`src/rtl/brg_cgra_xcel_pkg.sv`:
```
// Shared types for the CGRA accelerator host driver and xcel wrapper:
// command ops, driver FSM states, mesh packet enums, accelerator CSR map.
package brg_cgra_xcel_pkg;

  typedef enum logic [1:0] {
    e_cmd_store = 2'd0,
    e_cmd_load  = 2'd1,
    e_cmd_poll  = 2'd2,
    e_cmd_fence = 2'd3
  } cmd_op_e;

  typedef enum logic [2:0] {
    S_IDLE     = 3'd0,
    S_SEND     = 3'd1,
    S_WAIT_RET = 3'd2,
    S_RESP     = 3'd3,
    S_GAP      = 3'd4,
    S_FENCE    = 3'd5
  } state_e;

  typedef enum logic [1:0] {
    e_remote_load  = 2'd0,
    e_remote_store = 2'd1,
    e_remote_amo   = 2'd2,
    e_cache_op     = 2'd3
  } pkt_op_e;

  typedef enum logic [2:0] {
    e_return_credit   = 3'd0,
    e_return_int_wb   = 3'd1,
    e_return_float_wb = 3'd2,
    e_return_ifetch   = 3'd3
  } ret_type_e;

  localparam int unsigned RegIdW = 5;
  localparam int unsigned MaskW  = 4;

  localparam int unsigned XcelCsrGo      = 0;
  localparam int unsigned XcelCsrDone    = 1;
  localparam int unsigned XcelCsrCfgBase = 16;

  function automatic int unsigned pkt_width(
    input int unsigned aw,
    input int unsigned dw,
    input int unsigned xw,
    input int unsigned yw
  );
    return aw + $bits(pkt_op_e) + RegIdW
         + MaskW + dw + 2*xw + 2*yw;
  endfunction

endpackage

```
`src/rtl/brg_cgra_xcel_host_driver.sv`:
```
// Master-side driver: turns STORE/LOAD/POLL/FENCE commands into mesh
// packets, collects load replies, returns LOAD/POLL results.
module brg_cgra_xcel_host_driver
  import brg_cgra_xcel_pkg::*;
#(
  parameter int x_cord_width_p    = 6,
  parameter int y_cord_width_p    = 5,
  parameter int data_width_p      = 32,
  parameter int addr_width_p      = 16,
  parameter int max_out_credits_p = 32,
  parameter int poll_gap_p        = 16,
  localparam int CredW =
    $clog2(max_out_credits_p+1),
  localparam int PktW = pkt_width(
    addr_width_p, data_width_p,
    x_cord_width_p, y_cord_width_p)
)(
  input  logic                      clk_i,
  input  logic                      reset_i,
  input  logic [x_cord_width_p-1:0] my_x_i,
  input  logic [y_cord_width_p-1:0] my_y_i,
  input  logic                      cmd_v_i,
  input  logic [1:0]                cmd_op_i,
  input  logic [x_cord_width_p-1:0] cmd_dest_x_i,
  input  logic [y_cord_width_p-1:0] cmd_dest_y_i,
  input  logic [addr_width_p-1:0]   cmd_addr_i,
  input  logic [data_width_p-1:0]   cmd_data_i,
  output logic                      cmd_ready_o,
  output logic                      resp_v_o,
  input  logic                      resp_yumi_i,
  output logic [data_width_p-1:0]   resp_data_o,
  output logic                      out_v_o,
  output logic [PktW-1:0]           out_packet_o,
  input  logic                      out_credit_or_ready_i,
  input  logic [CredW-1:0]          out_credits_i,
  input  logic [data_width_p-1:0]   returned_data_r_i,
  input  logic [RegIdW-1:0]         returned_reg_id_r_i,
  input  logic                      returned_v_r_i,
  input  ret_type_e                 returned_pkt_type_r_i,
  input  logic                      returned_fifo_full_i,
  output logic                      returned_yumi_o,
  output logic                      busy_o,
  output logic                      err_o
);

  localparam int GapW =
    (poll_gap_p > 1) ? $clog2(poll_gap_p) : 1;

  typedef struct packed {
    logic [addr_width_p-1:0]   addr;
    pkt_op_e                   op_v2;
    logic [RegIdW-1:0]         reg_id;
    logic [MaskW-1:0]          mask;
    logic [data_width_p-1:0]   payload;
    logic [y_cord_width_p-1:0] src_y_cord;
    logic [x_cord_width_p-1:0] src_x_cord;
    logic [y_cord_width_p-1:0] y_cord;
    logic [x_cord_width_p-1:0] x_cord;
  } pkt_s;

  state_e                    state_q, state_d;
  cmd_op_e                   op_q, op_d;
  logic [x_cord_width_p-1:0] dx_q, dx_d;
  logic [y_cord_width_p-1:0] dy_q, dy_d;
  logic [addr_width_p-1:0]   addr_q, addr_d;
  logic [data_width_p-1:0]   data_q, data_d;
  logic [data_width_p-1:0]   resp_q, resp_d;
  logic [RegIdW-1:0]         tag_q, tag_d;
  logic [GapW-1:0]           gap_q, gap_d;
  logic                      err_q, err_d;

  logic ret_bad;
  logic unused_fifo_full;
  pkt_s pkt;

  assign unused_fifo_full = returned_fifo_full_i;

  assign ret_bad =
    (returned_reg_id_r_i != tag_q) ||
    (returned_pkt_type_r_i != e_return_int_wb);

  always_ff @(posedge clk_i) begin
    if (reset_i) begin
      state_q <= S_IDLE;
      op_q    <= e_cmd_store;
      dx_q    <= '0;
      dy_q    <= '0;
      addr_q  <= '0;
      data_q  <= '0;
      resp_q  <= '0;
      tag_q   <= '0;
      gap_q   <= '0;
      err_q   <= 1'b0;
    end else begin
      state_q <= state_d;
      op_q    <= op_d;
      dx_q    <= dx_d;
      dy_q    <= dy_d;
      addr_q  <= addr_d;
      data_q  <= data_d;
      resp_q  <= resp_d;
      tag_q   <= tag_d;
      gap_q   <= gap_d;
      err_q   <= err_d;
    end
  end

  always_comb begin
    state_d     = state_q;
    op_d        = op_q;
    dx_d        = dx_q;
    dy_d        = dy_q;
    addr_d      = addr_q;
    data_d      = data_q;
    resp_d      = resp_q;
    tag_d       = tag_q;
    gap_d       = gap_q;
    err_d       = err_q;
    cmd_ready_o = 1'b0;
    out_v_o     = 1'b0;
    resp_v_o    = 1'b0;
    unique case (state_q)
      S_IDLE: begin
        cmd_ready_o = 1'b1;
        if (cmd_v_i) begin
          op_d    = cmd_op_e'(cmd_op_i);
          dx_d    = cmd_dest_x_i;
          dy_d    = cmd_dest_y_i;
          addr_d  = cmd_addr_i;
          data_d  = cmd_data_i;
          state_d = (cmd_op_e'(cmd_op_i) == e_cmd_fence)
                  ? S_FENCE : S_SEND;
        end
      end
      S_SEND: begin
        // never present a packet the endpoint cannot take
        out_v_o = out_credit_or_ready_i;
        if (out_credit_or_ready_i) begin
          state_d = (op_q == e_cmd_store)
                  ? S_IDLE : S_WAIT_RET;
        end
      end
      S_WAIT_RET: begin
        if (returned_v_r_i) begin
          resp_d = returned_data_r_i;
          tag_d  = tag_q + RegIdW'(1);
          if (ret_bad) err_d = 1'b1;
          if (op_q == e_cmd_poll &&
              returned_data_r_i != data_q) begin
            gap_d   = '0;
            state_d = S_GAP;
          end else begin
            state_d = S_RESP;
          end
        end
      end
      S_GAP: begin
        if (gap_q == GapW'(poll_gap_p-1)) begin
          state_d = S_SEND;
        end else begin
          gap_d = gap_q + GapW'(1);
        end
      end
      S_RESP: begin
        resp_v_o = 1'b1;
        if (resp_yumi_i) state_d = S_IDLE;
      end
      S_FENCE: begin
        // full pool means every earlier store has been acked
        if (out_credits_i == CredW'(max_out_credits_p))
          state_d = S_IDLE;
      end
      default: state_d = S_IDLE;
    endcase
    // a reply nobody asked for is consumed and flagged
    if (returned_v_r_i && state_q != S_WAIT_RET)
      err_d = 1'b1;
  end

  always_comb begin
    pkt            = '0;
    pkt.addr       = addr_q;
    pkt.reg_id     = tag_q;
    pkt.src_y_cord = my_y_i;
    pkt.src_x_cord = my_x_i;
    pkt.y_cord     = dy_q;
    pkt.x_cord     = dx_q;
    if (op_q == e_cmd_store) begin
      pkt.op_v2   = e_remote_store;
      pkt.mask    = 4'hF;
      pkt.payload = data_q;
    end else begin
      pkt.op_v2   = e_remote_load;
    end
  end

  assign out_packet_o    = pkt;
  assign returned_yumi_o = returned_v_r_i & ~reset_i;
  assign resp_data_o     = resp_q;
  assign busy_o          = (state_q != S_IDLE);
  assign err_o           = err_q;

endmodule

```
`config.mk`:
```
export PLATFORM = sky130hd
export DESIGN_NAME = brg_cgra_xcel_host_driver
export DESIGN_NICKNAME = d
export VERILOG_FILES = /design/src/rtl/brg_cgra_xcel_pkg.sv /design/src/rtl/brg_cgra_xcel_host_driver.sv
export SDC_FILE = /design/constraint.sdc
export NUM_CORES = 1
export LEC_CHECK = 0
export BUFFER_PORTS_ARGS = -buffer_cell sky130_fd_sc_hd__buf_4
export CORE_AREA = 2 2 101 103
export DETAILED_ROUTE_END_ITERATION = 7
export DIE_AREA = 0 0 103 105
export PLACE_DENSITY = 0.85
export SYNTH_ARGS = -nofsm -noshare
export SYNTH_HDL_FRONTEND = slang
export SYNTH_SLANG_ARGS = --single-unit
```
`constraint.sdc`:
```
create_clock -name clk_i -period 2.85 [get_ports clk_i]
set_input_delay 0 -clock clk_i [delete_from_list [all_inputs] [get_ports clk_i]]
set_output_delay 0 -clock clk_i [all_outputs]
set_load 0.02 [all_outputs]
```
# == After elaboration in Yosys (flattened, before gate mapping) ==
# Cells that the tools add are included.
# word_totals
word_cells,73
regBits,106
output_inout_bits,119
input_bits,125
# op_classes
n_bitwise,2
add_sub_neg,2
n_reduce_logical,15
eq_ne,21
mux,23
# ops
cell,count
$mux W36,1
$ne A32 B32 Y1,1
$mux W3,8
$pmux W3 S6,1
$ne A2 B2 Y1 const B,8
$mux W4,3
$mux W1,8
$pmux W4 S2,1
$reduce_bool A2 Y1,4
$eq A3 B2 Y1 const B,2
$eq A3 B3 Y1 const B,2
$eq A6 B6 Y1 const B,1
$reduce_and A6 Y1,1
$add A5 B1 Y5 const B,1
$ne A5 B5 Y1,1
$add A4 B1 Y4 const B,1
$eq A2 B2 Y1 const B,2
$eq A4 B4 Y1 const B,1
$reduce_and A2 Y1,2
$reduce_and A4 Y1,1
$eq A3 B1 Y1 const B,1
$logic_not A3 Y1,1
$ne A3 B1 Y1 const B,1
$ne A3 B2 Y1 const B,1
8 further kinds,9

# == Logic depth before layout (Yosys ltp) ==
# depth
ltp_word,6
depth_mapped,8
mapped_depth_nobuf,7

# == Least setup slack after synthesis ==
# OpenSTA, ideal clock, no wires.
# synth_path
path_type,register to register
from,register state_q[0]
to,register state_q[1]
period_less_slack_ps,1731
n_path_buf,2
stages_incl_launch_ff,8
path_slack_ps,1119
setup_ps,128
t_arrival_ps,1603
required_time_ps,2722
cell_sequence,dfxtp_1 > mux4_2 > a21oi_4 > nor3_4 > buf_6 > buf_4 > a21oi_1 > nor2_1
# synth_via
elab_chain_cells,3
word_cells_on_any_way,14
cone_classes,eq/ne: 11; mux: 1; reduce/logical: 2
# synth_lines
element,line_no,source
start: declaration,brg_cgra_xcel_host_driver.sv:61,"state_e state_q, state_d;"
start signal: assignment,brg_cgra_xcel_host_driver.sv:95,state_q <= state_d;
$eq A3 B3 Y1 (tied with other cells),brg_cgra_xcel_host_driver.sv:122,unique case (state_q)
$ne A2 B2 Y1 (no line),-,
$reduce_and A6 Y1 (no line),-,
# Parallel ways exist; a longest one is shown, timed or not.
# A chain may end at the register's enable or synchronous reset.

# == Worst setup path after layout ==
# layout_path
from,register state_q[2]
to,register tag_q[2]
# layout_via
elab_chain_cells,2
# layout_lines
element,line_no,source
$eq A3 B2 Y1,brg_cgra_xcel_host_driver.sv:122,
$reduce_and A2 Y1 (no line),-,
end signal: assignment,brg_cgra_xcel_host_driver.sv:102,tag_q <= tag_d;
end: declaration,brg_cgra_xcel_host_driver.sv:68,"logic [RegIdW-1:0] tag_q, tag_d;"
# No other way between the ends.

==> key figures <==
Synthesis
  – Mapped Area: about 0.0047 sq mm
  – Main flop type after synthesis: dfxtp_1
  – Async S/R FF share, synth: 0%
  – Largest area contributor in the netlist: dfxtp_1
  – Post-synth EDFFs: 0
  – Post-Synthesis Cells: approximately 600
  – Synth Register Bits: 106
  – Synth Area per Inst: 7.90 sq um
  – Ranking of synthesized cells by area: dfxtp_1 (45%), nand2_1 (15%), a21oi_1 (11%), xor2_1 (7.1%), and2_1 (4.4%)
  – Synth top area share: between 40% and 50%
  – Cell variety after synth: 43
  – Yosys warning count: 0
  – Top cells by count, synth: nand2_1 (193), dfxtp_1 (106), a21oi_1 (99)
  – Syn_nets: between 700 and 800
  – Register area share after synthesis: 45.2%
  – Count leader, synth: nand2_1

Timing
  – Max-slew headroom: between 20% and 30%
  – Final hold violations: 0
  – Clock skew: 0.00817 ns
  – Final setup violation count: 0
  – Fmax: ~0.44 GHz
  – RSZ-0062 raised after global routing: no
  – Setup WS post-layout: roughly 0.57 ns
  – Final period utilization: around four fifths
  – Tmin final: about 2.3 ns
  – Setup TNS: 0 ns
  – Worst-Margin Slew: approximately 1.1 ns
  – Slew Limit Fails: 0

Drt
  – Final ANT Viol Nets: 0
  – DRC viols: 0
  – Post-detailed-route wirelength per cell: ~17 microns
  – Total number of vias: around 5.3k
  – 1st-iter DRT viols: ~290
  – Wirelength, routed: between 15000 and 20000 microns
  – DR vias/cell: between 5 and 6
  – Drt pass-1 iters: 6

Clock tree
  – Setup Buffers After CTS: 0
  – Hold buffer count at CTS: 95
  – Cts repair resizes: 0
  – H-tree lvl count: 3
  – Clock transition at path regs: approximately 0.09 ns
  – CTS root buf: clkbuf_8
  – Num Clock Sinks: between 100 and 150
  – Clock buffer depth: 2
  – Clk_lat worst skew: roughly 0.37 ns
  – Number of buffers created by CTS: 9
  – CTS tree: done

Finish
  – Post-layout nets: 998
  – Ratio of cells with drive above 1 in the final layout: between 20% and 30%
  – Area growth, synth to finish: 57.4%
  – Final instance area: 0.00739 sq mm

Setup path
  – Largest stage delay on the critical path: approximately 0.54 ns
  – Critical-path cell list: nor3b_2 -> a21oi_4 -> nor3_4 -> buf_4 -> nand2_1 -> xor2_1 -> nor2_1
  – Crit-path slowest cell: dfxtp_1
  – Worst Setup SP: state_q[2]$_SDFFE_PP0P_
  – Worst EP required: roughly 3 ns
  – Reg2reg start: state_q[2]$_SDFFE_PP0P_
  – CP endpoint kind: flip-flop
  – WP buf/inv: 1
  – Arr. time, crit path: ~2.5 ns
  – Top delay family on crit path: simple AND/OR/NAND/NOR gates
  – Setup CP Type: reg2reg
  – Critical path peak fanout: 31
  – Startpoint Class: flip-flop

Min path
  – Launch point of the worst hold path: my_y_i[3]
  – Worst min path class: in2out

Flow run
  – Max-cap viol count: 0

GRT
  – Initial antenna violation count: 1
  – First-pass GRT wire length: 25300 microns
  – GRT Total Usage: between 30% and 40%
  – Vias in the first global route: 5175
  – Gr ovfl total: 0
  – Pin count of the biggest net entering global routing: ~110

Floorplan
  – Total core area: between 0.009 and 0.01 sq mm
  – Top Ports: ~240
  – Die Ht: ~110 microns
  – Full die area: 0.0108 sq mm
  – Die width: 103 microns
  – Initial Utilization: ~50%
  – FP Rows: 36

Place
  – Pre-CTS setup slack: a little under 0.6 ns
  – Placed cell areas: 0.00626 sq mm
  – IO Port Bufs: about 220
  – GP Congestion: roughly 0.90
  – Detailed placement HPWL: a little over 10000 microns

Pwr
  – Flop pwr share: a little over two fifths
  – Overall Power: roughly 4.4 mW
  – Sw Ratio: a little under two fifths
  – Switching power: roughly 1.6 mW
  – Peak supply drop: approximately 0.47 mV
  – Leakage: 3.25 nW
  – PwrDens: 597 mW/mm^2
  – Clock power share: between 20% and 30%
  – P_int: between 2 and 3 mW
  – Combinational power share: 37.9%

Run status
  – Status: finished clean
==> sequential cells by signal (all words and copies together) (netlist names) <==
name	flops
tag_q	5
dx_q	6
dy_q	5
resp_data_o	32
op_q	2
state_q	3
data_q	32
gap_q	4
err_o	1
addr_q	16
==> metrics by stage <==
stage	std cells	utilization, %	hold slack, ns
6_report	1008	76.7	0.00000881
5_1_grt	1008	76.7	0.0000293
4_1_cts	1007	76.7	0.000137
3_5_place_dp	898	64.9	0.000137
3_3_place_gp	898	64.9	0.000137
2_1_floorplan	595	-	0.113
==> placed cells by master (no fill, tap or decap), drive strengths merged, types with 2 or more instances in the layout <==
cell type / n
xor2: 38
clkbuf: 10
nand2b: 2
o21ai: 3
a21oi: 101
nor3b: 2
clkinvlp: 2
ha: 2
nor3: 4
nor2b: 2
nor4: 9
a311oi: 3
nand4: 5
xnor2: 4
inv: 3
nor2: 14
nand2: 193
nand3b: 2
and2: 34
buf: 224
nand3: 2
dlygate4sd3: 95
dfxtp: 106
==> worst reg2reg max path: cells and delay by family (launching register included) <==
family | cells | cell delay (ns)
buffers and inverters | 1 | 0.38
xor gates and xnor gates | 1 | 0.14
and+or+nand+nor | 4 | 1.00
AOI/OAI and AO/OA | 1 | 0.07
DFF | 1 | 0.54
==> cell families (layout without fill, tap and decap cells) <==
family | Yosys count | in the layout | synth area share (%)
XOR/XNOR | 42 | 42 | 7.83
multiplexers | 2 | 2 | 0.692
AO/OA/AOI/OAI | 112 | 112 | 12.8
other | 1 | 2 | 0.0798
buffers and inverters | 56 | 335 | 6.66
flip-flops | 106 | 106 | 45.2
adder cells (fa/ha/maj) | 2 | 2 | 0.533
AND/OR/NAND/NOR | 274 | 274 | 26.2
==> per-layer routing <==
layer  track usage, %  share of wire [%]  vias to the layer above
li1                 -                  -                     2470
met1             36.5                 38                     2457
met2             49.7                 50                      266
met3             5.75                6.9                       77
met4             15.4                4.7                        0
met5                0                  0                        -
==> power groups by stage <==
stage	registers (mW)	clock network (mW)	logic [mW]
after floorplan	1.88	0	0.930
after global placement	1.84	0	1.49
after detailed placement	1.86	0	1.52
after CTS	1.82	0.913	1.63
after global routing	1.86	0.973	1.80
final	1.83	0.906	1.67
==> worst paths after layout <==
check	end	slack, ns	cells after the start
worst min-delay path	out_packet_o[20]	0.000009	0
worst max register to register	tag_q[2]$_SDFFE_PP0P_	0.57	7
worst min register to register	dx_q[3]$_SDFFE_PP0P_	0.46	2
worst max-delay path	tag_q[2]$_SDFFE_PP0P_	0.57	7
==> cell type report <==
type                    count  area [sq um]
repair buffers            319          2650
inverters                   2          7.51
clock inverters             4          53.8
multi-input cells         433          2270
flip-flops and latches    106          2120
well taps                 133           166
fillers                   655          2240
diodes                      1          2.50
clock buffers              10           128
No activity file was read; power rests on OpenSTA's default activity.
